File: src/rtl/mux2x1_rr_pkg.sv
// Shared constants for the two-lane round-robin merge block.
package mux2x1_rr_pkg;

  localparam int WIDTH_DEF = 8;
  localparam int DEPTH_DEF = 4;

  localparam logic LANE0 = 1'b0;
  localparam logic LANE1 = 1'b1;

endpackage

File: src/rtl/mux2x1_rr_fifo_lane.sv
// Per-lane FIFO. A push is judged against the count before any same-cycle pop,
// so a full lane refuses a write even while it is being drained.
module fifo_lane
  import mux2x1_rr_pkg::*;
#(
  parameter int WIDTH = WIDTH_DEF,
  parameter int DEPTH = DEPTH_DEF
) (
  input  logic                     clk,
  input  logic                     reset,
  input  logic                     push,
  input  logic                     pop,
  input  logic [WIDTH-1:0]         din,
  output logic [WIDTH-1:0]         dout,
  output logic                     full,
  output logic                     empty,
  output logic [$clog2(DEPTH):0]   count
);

  localparam int AW = $clog2(DEPTH);
  localparam logic [AW:0] FULL_CNT = (AW+1)'(DEPTH);

  logic [WIDTH-1:0] mem_q [DEPTH];
  logic [WIDTH-1:0] mem_d [DEPTH];
  logic [AW-1:0]    wptr_q, wptr_d, rptr_q, rptr_d;
  logic [AW:0]      count_q, count_d;
  logic             wr_en, rd_en;

  assign full  = (count_q == FULL_CNT);
  assign empty = (count_q == '0);
  assign count = count_q;
  assign dout  = mem_q[rptr_q];
  assign wr_en = push & ~full;
  assign rd_en = pop & ~empty;

  // Next-state: pointers wrap naturally at DEPTH because DEPTH is a power of two.
  always_comb begin
    mem_d   = mem_q;
    wptr_d  = wptr_q;
    rptr_d  = rptr_q;
    count_d = count_q;
    if (wr_en) begin
      mem_d[wptr_q] = din;
      wptr_d        = wptr_q + 1'b1;
    end
    if (rd_en) rptr_d = rptr_q + 1'b1;
    case ({wr_en, rd_en})
      2'b10:   count_d = count_q + 1'b1;
      2'b01:   count_d = count_q - 1'b1;
      default: count_d = count_q;
    endcase
  end

  // Control state, cleared by the synchronous active-low reset.
  always_ff @(posedge clk) begin
    if (!reset) begin
      wptr_q  <= '0;
      rptr_q  <= '0;
      count_q <= '0;
    end else begin
      wptr_q  <= wptr_d;
      rptr_q  <= rptr_d;
      count_q <= count_d;
    end
  end

  // Storage needs no reset; stale entries are unreachable once count is zero.
  always_ff @(posedge clk) begin
    mem_q <= mem_d;
  end

endmodule

File: src/rtl/mux2x1_rr.sv
// Two-lane merge: each lane is buffered, a round-robin arbiter picks a lane
// whenever the registered output stage is free, and drops are flagged sticky.
module mux2x1_rr
  import mux2x1_rr_pkg::*;
#(
  parameter int WIDTH = WIDTH_DEF,
  parameter int DEPTH = DEPTH_DEF
) (
  input  logic             clk,
  input  logic             reset,
  input  logic [WIDTH-1:0] Entrada0,
  input  logic             validEntrada0,
  input  logic [WIDTH-1:0] Entrada1,
  input  logic             validEntrada1,
  input  logic             readyOut,
  output logic [WIDTH-1:0] Salida,
  output logic             validSalida,
  output logic             lleno0,
  output logic             lleno1,
  output logic             overflow0,
  output logic             overflow1
);

  localparam int CW = $clog2(DEPTH) + 1;

  logic [WIDTH-1:0] head0, head1;
  logic             empty0, empty1;
  logic [CW-1:0]    cnt0, cnt1;
  logic             pop0, pop1;
  logic             free, ne0, ne1, gnt_vld, gnt;

  logic [WIDTH-1:0] salida_q, salida_d;
  logic             valid_q, valid_d;
  logic             last_grant_q, last_grant_d;
  logic             ovf0_q, ovf0_d, ovf1_q, ovf1_d;

  fifo_lane #(.WIDTH(WIDTH), .DEPTH(DEPTH)) u_lane0 (
    .clk(clk), .reset(reset), .push(validEntrada0), .pop(pop0), .din(Entrada0),
    .dout(head0), .full(lleno0), .empty(empty0), .count(cnt0)
  );

  fifo_lane #(.WIDTH(WIDTH), .DEPTH(DEPTH)) u_lane1 (
    .clk(clk), .reset(reset), .push(validEntrada1), .pop(pop1), .din(Entrada1),
    .dout(head1), .full(lleno1), .empty(empty1), .count(cnt1)
  );

  // Arbitration and output-stage next state; contention goes to the lane not served last.
  always_comb begin
    free    = ~valid_q | readyOut;
    ne0     = (cnt0 != '0);
    ne1     = (cnt1 != '0);
    gnt_vld = 1'b0;
    gnt     = LANE0;
    if (free) begin
      if (ne0 && ne1) begin
        gnt_vld = 1'b1;
        gnt     = (last_grant_q == LANE0) ? LANE1 : LANE0;
      end else if (ne0) begin
        gnt_vld = 1'b1;
        gnt     = LANE0;
      end else if (ne1) begin
        gnt_vld = 1'b1;
        gnt     = LANE1;
      end
    end
    pop0 = gnt_vld & (gnt == LANE0) & ~empty0;
    pop1 = gnt_vld & (gnt == LANE1) & ~empty1;

    salida_d     = salida_q;
    valid_d      = valid_q;
    last_grant_d = last_grant_q;
    if (free) begin
      valid_d = gnt_vld;
      if (gnt_vld) begin
        salida_d     = (gnt == LANE1) ? head1 : head0;
        last_grant_d = gnt;
      end
    end
    ovf0_d = ovf0_q | (validEntrada0 & lleno0);
    ovf1_d = ovf1_q | (validEntrada1 & lleno1);
  end

  // Output register and sticky flags; reset also discards any word held for readyOut.
  always_ff @(posedge clk) begin
    if (!reset) begin
      salida_q     <= '0;
      valid_q      <= 1'b0;
      last_grant_q <= LANE1;
      ovf0_q       <= 1'b0;
      ovf1_q       <= 1'b0;
    end else begin
      salida_q     <= salida_d;
      valid_q      <= valid_d;
      last_grant_q <= last_grant_d;
      ovf0_q       <= ovf0_d;
      ovf1_q       <= ovf1_d;
    end
  end

  assign Salida      = salida_q;
  assign validSalida = valid_q;
  assign overflow0   = ovf0_q;
  assign overflow1   = ovf1_q;

endmodule

File: config.mk
export PLATFORM = sky130hd
export DESIGN_NAME = mux2x1_rr
export DESIGN_NICKNAME = d
export VERILOG_FILES = /design/src/rtl/mux2x1_rr_pkg.sv /design/src/rtl/mux2x1_rr_fifo_lane.sv /design/src/rtl/mux2x1_rr.sv
export SDC_FILE = /design/constraint.sdc
export NUM_CORES = 1
export LEC_CHECK = 0
export BUFFER_PORTS_ARGS = -buffer_cell sky130_fd_sc_hd__buf_4
export CORE_MARGIN = 3
export CORE_UTILIZATION = 45
export DETAILED_ROUTE_END_ITERATION = 7
export GPL_TIMING_DRIVEN = 1
export SKIP_CTS_REPAIR_TIMING = 1
export SKIP_LAST_GASP = 1
export SLEW_MARGIN = 20
export SYNTH_ARGS = -nofsm -noshare
export SYNTH_HDL_FRONTEND = slang
export SYNTH_SLANG_ARGS = --single-unit
File: constraint.sdc
create_clock -name clk -period 2.8 [get_ports clk]
set_input_delay 0.7 -clock clk [delete_from_list [all_inputs] [get_ports clk]]
set_output_delay 0.7 -clock clk [all_outputs]
set_load 0.01 [all_outputs]
## Word level (Yosys, flattened, before mapping)

Cells that the tools add are included.

| storage, ports and cells | value |
|---|---|
| logic and storage cells | 95 |
| bits in registers | 90 |
| output and inout port bits | 13 |
| bits of input ports | 21 |

| cells by class | value |
|---|---|
| equal/unequal tests | 6 |
| multiplexer cells | 23 |
| $add $sub $neg | 8 |
| bitwise operators | 23 |
| $lt $le $gt $ge | 6 |
| reductions and logical operators | 10 |

Operators with widths:

| kind | number |
|---|---|
| $bwmux 32 | 2 |
| $mux 8 | 7 |
| $bmux 8 s2 | 2 |
| $demux 8 s2 | 2 |
| $ge 3x3->1 const B | 4 |
| $not 2->3 | 4 |
| $pmux 3 s2 | 2 |
| $and 1x1->1 | 10 |
| $add 2x1->2 const B | 4 |
| $mux 1 | 8 |
| $add 3x1->3 const B | 2 |
| $eq 3x3->1 const B | 2 |
| $logic_not 3->1 | 2 |
| $lt 3x1->1 const B | 2 |
| $not 1->1 | 6 |
| $reduce_bool 3->1 | 2 |
| $sub 3x1->3 const B | 2 |
| $eq 2x1->1 const B | 2 |
| $eq 2x2->1 const B | 2 |
| $reduce_bool 2->1 | 2 |
| $logic_and 1x1->1 | 3 |
| $or 1x1->1 | 3 |
| $reduce_and 2->1 | 1 |

## Depth between registers and ports, before layout

| depth | value |
|---|---|
| word-level depth | 11 |
| depth in mapped cells | 10 |
| gate-level depth less buffers | 9 |

## Hierarchy

From an unflattened synthesis, not the netlist that was laid out.

| second synthesis, totals | value |
|---|---|
| cells, all modules | 242 |
| area total of the unflattened synthesis | 3722.3 sq um |

By module, submodules not included:

| module | cells an instance | area an instance (sq um) | instances | sequential area each (sq um) |
|---|---|---|---|---|
| fifo_lane | 93 | 1602.8 | 2 | 1101.1 |
| mux2x1_rr | 56 | 516.7 | 1 | 240.2 |

## Worst setup path after synthesis

OpenSTA, ideal clock, no wires.

| path | value |
|---|---|
| path kind | input-to-reg |
| start point | input readyOut |
| end point | register u_lane1.count_q[2] (netlist: u_lane1.count[2]) |
| arrival time | 2.383 ns |
| buffers on the path | 1 |
| stages on the path | 10 |
| setup time | 0.076 ns |
| data required time | 2.724 ns |
| path slack | 0.341 ns |
| path through | nand2b_1 > nand3_2 > buf_12 > inv_1 > ha_1 > inv_1 > fa_1 > xor2_1 > or3_1 > a21boi_0 |

| between the ends | value |
|---|---|
| cells in the longest elaborated chain, start to end | 7 |
| elaborated cells between the ends (all ways) | 10 |
| those cells by class | eq/ne: 2; mux: 3; bitwise: 4; reduce/logical: 1 |

RTL lines:

| item | RTL line | RTL |
|---|---|---|
| from (decl) | mux2x1_rr.sv:15 | `input logic readyOut,` |
| $or 1x1->1 * | mux2x1_rr.sv:49 | `free = ~valid_q \| readyOut;` |
| $mux 1 | mux2x1_rr.sv:54 | `if (free) begin` |
| $and 1x1->1 * (2 in a row) | mux2x1_rr.sv:67 | `pop1 = gnt_vld & (gnt == LANE1) & ~empty1;` |
| $and 1x1->1 * | mux2x1_rr_fifo_lane.sv:34 | `assign rd_en = pop & ~empty;` |
| via u_lane1.rd_en | mux2x1_rr_fifo_lane.sv:27 | `logic wr_en, rd_en;` |
| $eq 2x1->1 / $eq 2x2->1 (equally long branches) | mux2x1_rr_fifo_lane.sv:47 | `case ({wr_en, rd_en})` |
| $pmux 3 s2 / $reduce_bool 2->1 (equally long branches) | -- |  |
| to (signal assigned) | mux2x1_rr_fifo_lane.sv:63 | `count_q <= count_d;` |
| to (decl) | mux2x1_rr_fifo_lane.sv:26 | `logic [AW:0] count_q, count_d;` |

The timed path passes the listed nets; every way through them passes the cells marked *.
A chain may end at the register's enable or synchronous reset.

## Worst setup path in the final report

| path | value |
|---|---|
| start point | register u_lane0.count_q[0] (netlist: u_lane0.count[0]) |
| end point | register u_lane0.count_q[2] (netlist: u_lane0.count[2]) |

| between the ends | value |
|---|---|
| cells in the longest elaborated chain, start to end | 10 |
| elaborated cells between the ends (all ways) | 23 |
| those cells by class | add/sub: 2; eq/ne: 3; mux: 7; bitwise: 7; reduce/logical: 4 |

RTL lines:

| item | RTL line | RTL |
|---|---|---|
| from (decl) | mux2x1_rr_fifo_lane.sv:26 |  |
| from (signal assigned) | mux2x1_rr_fifo_lane.sv:63 |  |
| $reduce_bool 3->1 | mux2x1_rr.sv:50 | `ne0 = (cnt0 != '0);` |
| $mux 1 / $logic_and 1x1->1 (equally long branches) | mux2x1_rr.sv:58, mux2x1_rr.sv:55 |  |
| $mux 1 | mux2x1_rr.sv:55 | `if (ne0 && ne1) begin` |
| $mux 1 | mux2x1_rr.sv:54 |  |
| $not 1->1 | mux2x1_rr.sv:66 | `pop0 = gnt_vld & (gnt == LANE0) & ~empty0;` |
| $and 1x1->1 (2 in a row) | mux2x1_rr.sv:66 |  |
| $and 1x1->1 * | mux2x1_rr_fifo_lane.sv:34 |  |
| via u_lane0.rd_en | mux2x1_rr_fifo_lane.sv:27 |  |
| $eq 2x1->1 / $eq 2x2->1 (equally long branches) | mux2x1_rr_fifo_lane.sv:47 |  |
| $pmux 3 s2 / $reduce_bool 2->1 (equally long branches) | -- |  |

Marks and branches as above.

==> impl_metrics.prom <==
# TYPE chip_impl_metric gauge
chip_impl_metric{name="finalWeightedCongestion",unit=""} 0.677
chip_impl_metric{name="layout-drive-gt1-share",unit="%"} 27.4
chip_impl_metric{name="yosysSeqAreaShare",unit="%"} 66.1
chip_impl_metric{name="tritoncts_num_sinks",unit=""} 90
chip_impl_metric{name="number_of_global_route_vias_before_repair",unit=""} 1943
chip_impl_info{name="crit_top_cell",value="sky130_fd_sc_hd__or3_1"} 1
chip_impl_metric{name="switching_share",unit="%"} 30.8
chip_impl_metric{name="port-buffer-count",unit=""} 33
chip_impl_metric{name="tightestPinTransition",unit="ps"} 671
chip_impl_metric{name="detailedRoute.firstIterationViolations",unit=""} 66
chip_impl_info{name="rsz0062_at_grt",value="no"} 1
chip_impl_metric{name="number_of_instances_in_the_synthesized_netlist",unit=""} 225
chip_impl_info{name="timing_worst_setup_path_type",value="reg2reg"} 1
chip_impl_metric{name="grt_pass1_wl",unit="µm"} 9900
chip_impl_metric{name="die-area",unit="µm²"} 9330
chip_impl_metric{name="wl_per_instance",unit="µm"} 16.2
chip_impl_metric{name="max_cap_violations",unit=""} 0
chip_impl_metric{name="power_frac_clock",unit="%"} 21.5
chip_impl_info{name="r2r_start",value="u_lane0.count[0]$_SDFFE_PN0P_"} 1
chip_impl_metric{name="dieWidth",unit="µm"} 96.6
chip_impl_metric{name="synth_fp_nets",unit=""} 258
chip_impl_metric{name="dp_hpwl",unit="µm"} 4100
chip_impl_metric{name="routed-via-count",unit=""} 1857
chip_impl_info{name="hp-start",value="overflow1$_SDFF_PN0_"} 1
chip_impl_metric{name="clk_pin_slew",unit="ps"} 90
chip_impl_metric{name="synth.cell_area",unit="µm²"} 3690
chip_impl_info{name="category_of_the_worst_setup_path_launch_point",value="flip-flop"} 1
chip_impl_metric{name="vdd_ir_max",unit="mV"} 0.394
chip_impl_info{name="crit_path_to",value="u_lane0.count[2]$_SDFFE_PN0P_"} 1
chip_impl_metric{name="clk-insertion-delay-late",unit="ps"} 350
chip_impl_metric{name="cp_max_fo",unit=""} 5
chip_impl_info{name="critical_path.startpoint",value="u_lane0.count[0]$_SDFFE_PN0P_"} 1
chip_impl_metric{name="syn_to_final_growth",unit="%"} 14.1
chip_impl_metric{name="route.detailed.vias_per_inst",unit=""} 5.05
chip_impl_metric{name="final_max_slew_viol_count",unit=""} 0
chip_impl_metric{name="r2r_setup_slack",unit="ps"} 530
chip_impl_info{name="worst_r2r_endpoint",value="u_lane0.count[2]$_SDFFE_PN0P_"} 1
chip_impl_info{name="clock_tree_from_tritoncts",value="built"} 1
chip_impl_metric{name="drtPass1Iterations",unit=""} 4
chip_impl_metric{name="post_synth_cell_types",unit=""} 34
chip_impl_info{name="holdCritPathClass",value="reg2reg"} 1
chip_impl_metric{name="cellPowerDensity",unit="nW/µm²"} 933
chip_impl_metric{name="synth_warnings",unit=""} 0
chip_impl_metric{name="slew_headroom",unit="%"} 55.2
chip_impl_metric{name="synth_seq_cells",unit=""} 90
chip_impl_metric{name="fin_setup_tns",unit="ps"} 0
chip_impl_metric{name="final-hold-violation-count",unit=""} 0
chip_impl_metric{name="io_pins",unit=""} 34
chip_impl_metric{name="fp-row-count",unit=""} 32
chip_impl_metric{name="r2r.worst_path.cells",unit=""} 7
chip_impl_metric{name="fmax",unit="GHz"} 0.441
chip_impl_metric{name="grt_max_degree",unit=""} 27
chip_impl_metric{name="gr-usage-met2",unit="%"} 22.0
chip_impl_metric{name="power.static_leakage",unit="nW"} 1.53
chip_impl_info{name="worst_path_max_delay_cell",value="sky130_fd_sc_hd__or3_1"} 1
chip_impl_metric{name="wl",unit="µm"} 5970
chip_impl_metric{name="syn_area_per_cell",unit="µm²"} 16.4
chip_impl_metric{name="gr-total-overflow",unit=""} 0
chip_impl_metric{name="fin_crit",unit="ps"} 2270
chip_impl_metric{name="switching_power_summed_over_all_nets",unit="W"} 0.00121
chip_impl_metric{name="arrival",unit="ps"} 2540
chip_impl_metric{name="drt.antenna.violating_nets",unit=""} 0
chip_impl_info{name="root_buffer",value="sky130_fd_sc_hd__clkbuf_8"} 1
chip_impl_metric{name="worst_path_largest_cell_delay",unit="ps"} 430
chip_impl_info{name="grt.busiest_layer",value="met2"} 1
chip_impl_info{name="cp_cell_sequence",value="or3_1, o211a_1, ha_1, fa_1, xnor2_1, or3_1, a21boi_0"} 1
chip_impl_info{name="cp-end-kind",value="flip-flop"} 1
chip_impl_metric{name="worstPathRequired",unit="ps"} 3070
chip_impl_metric{name="seqPwrFrac",unit="%"} 47.4
chip_impl_metric{name="gr-usage-met3",unit="%"} 4.83
chip_impl_metric{name="cts_max_path_buffers",unit=""} 2
chip_impl_metric{name="power.share.combinational",unit="%"} 31.1
chip_impl_metric{name="power",unit="W"} 0.00393
chip_impl_metric{name="placeableCoreArea",unit="µm²"} 7850
chip_impl_metric{name="antenna_found_initial",unit=""} 0
chip_impl_metric{name="fin_worst_skew",unit="ps"} 14.1
chip_impl_metric{name="detail_route.drc_violations",unit=""} 0
chip_impl_metric{name="grt_use_total",unit="%"} 13.7
chip_impl_metric{name="async_s_r_ff_share_synth",unit="%"} 0
chip_impl_metric{name="num_antenna_cells",unit=""} 0
chip_impl_metric{name="internal_power",unit="W"} 0.00272
chip_impl_metric{name="finalSetupViolations",unit=""} 0
chip_impl_metric{name="gr-usage-met1",unit="%"} 17.8
chip_impl_metric{name="synth_enable_flop_cells",unit=""} 64
chip_impl_metric{name="htreeDepth",unit=""} 3
chip_impl_metric{name="tritoncts.num_buffers",unit=""} 9
chip_impl_info{name="synthFlopType",value="sky130_fd_sc_hd__edfxtp_1"} 1
chip_impl_metric{name="finalCritPeriodShare",unit="%"} 80.9
chip_impl_info{name="status",value="finished, final reports clean"} 1
chip_impl_metric{name="die_y",unit="µm"} 96.6
chip_impl_metric{name="initial_utilization",unit="%"} 47.1
chip_impl_metric{name="layout.nets",unit=""} 294
## sequential cells by signal (all words and copies together), names as in the netlist
register / count
u_lane1.rptr_q: 2
u_lane0.wptr_q: 2
last_grant_q: 1
overflow0: 1
u_lane1.wptr_q: 2
validSalida: 1
u_lane0.rptr_q: 2
overflow1: 1
u_lane1.mem_q: 32
Salida: 8
u_lane1.count: 3
u_lane0.count: 3
u_lane0.mem_q: 32
## per-stage QoR
stage               hold WS [ps]  std cells  util (%)  worst slack (ps)  cell area (µm²)
floorplan                    484        225         -               341             3690
global placement             477        352      51.2               321             4020
detailed placement           484        352      51.2               279             4020
CTS                          509        368      53.7               523             4220
global route                 517        368      53.7               378             4220
finish                       500        368      53.7               534             4220
## metal layers
| metal | vias up | routed length, µm |
|---|---|---|
| met5 | - | 0 |
| met4 | 0 | 48 |
| met3 | 6 | 263 |
| met2 | 39 | 2890 |
| met1 | 905 | 2770 |
| li1 | 907 | - |
## power groups by stage
stage                     clock network, W  registers, W  logic, W
after global placement                   0       0.00190   0.00122
after global routing              0.000940       0.00190   0.00138
final                             0.000847       0.00186   0.00122
after CTS                         0.000881       0.00187   0.00125
after floorplan                          0       0.00182   0.00102
after detailed placement                 0       0.00190   0.00124
## cells in the final DEF, fill, tap and decap left out, drive strengths merged, types with 2 or more instances in the layout
cell	n
clkinv	3
a21boi	3
mux4	16
a21oi	10
edfxtp	64
or3	4
ha	10
inv	12
fa	2
and2	16
nor2b	8
xnor2	9
nor3b	2
dfxtp	26
clkbuf	10
o21ai	11
mux2i	11
buf	35
## cell usage after synthesis (4+ instances only)
library cell	number	area share [%]
sky130_fd_sc_hd__edfxtp_1	64	52
sky130_fd_sc_hd__dfxtp_1	26	14
sky130_fd_sc_hd__and2_1	16	2.7
sky130_fd_sc_hd__mux4_2	16	9.8
sky130_fd_sc_hd__inv_1	11	1.1
sky130_fd_sc_hd__mux2i_1	11	3.0
sky130_fd_sc_hd__a21oi_1	10	1.4
sky130_fd_sc_hd__ha_1	10	3.4
sky130_fd_sc_hd__o21ai_0	10	1.4
sky130_fd_sc_hd__xnor2_1	9	2.1
sky130_fd_sc_hd__nor2b_1	8	1.4
sky130_fd_sc_hd__clkbuf_1	4	0.41
## critical path, delay by kind of cell (launching register included)
kind	cells	cell delay [ps]
simple gates	2	730
fa+ha+maj	2	620
flops	1	380
compound gates	2	320
xor+xnor	1	140
## worst min path at each step
stage | cells past startpoint | slack [ps] | to
floorplan | 2 | 480 | u_lane1.count[2]$_SDFFE_PN0P_
global placement | 2 | 480 | overflow1$_SDFF_PN0_
detailed placement | 2 | 480 | overflow1$_SDFF_PN0_
CTS | 2 | 510 | overflow1$_SDFF_PN0_
global route | 1 | 520 | u_lane1.mem_q[8]$_DFFE_PP_
finish | 2 | 500 | overflow1$_SDFF_PN0_
## layout make-up
| cell class | instances | area, µm² |
|---|---|---|
| fillers | 671 | 3630 |
| flip-flops and latches | 90 | 2440 |
| multi-input cells | 114 | 1150 |
| repair buffers | 35 | 263 |
| clock buffers | 10 | 128 |
| well taps | 102 | 128 |
| clock inverters | 6 | 67.6 |
| inverters | 11 | 41.3 |
## cell families (layout without fill, tap and decap cells)
family / Yosys count / count (layout) / synth area share, %
AOI/OAI and AO/OA: 29 / 29 / 4.98
adders and majority gates: 12 / 12 / 4.47
xor gates and xnor gates: 10 / 10 / 2.37
buffers and inverters: 21 / 62 / 2.84
muxes: 27 / 27 / 12.7
DFF: 90 / 90 / 66.1
and+or+nand+nor: 36 / 36 / 6.50
No activity file was read; power rests on OpenSTA's default activity.
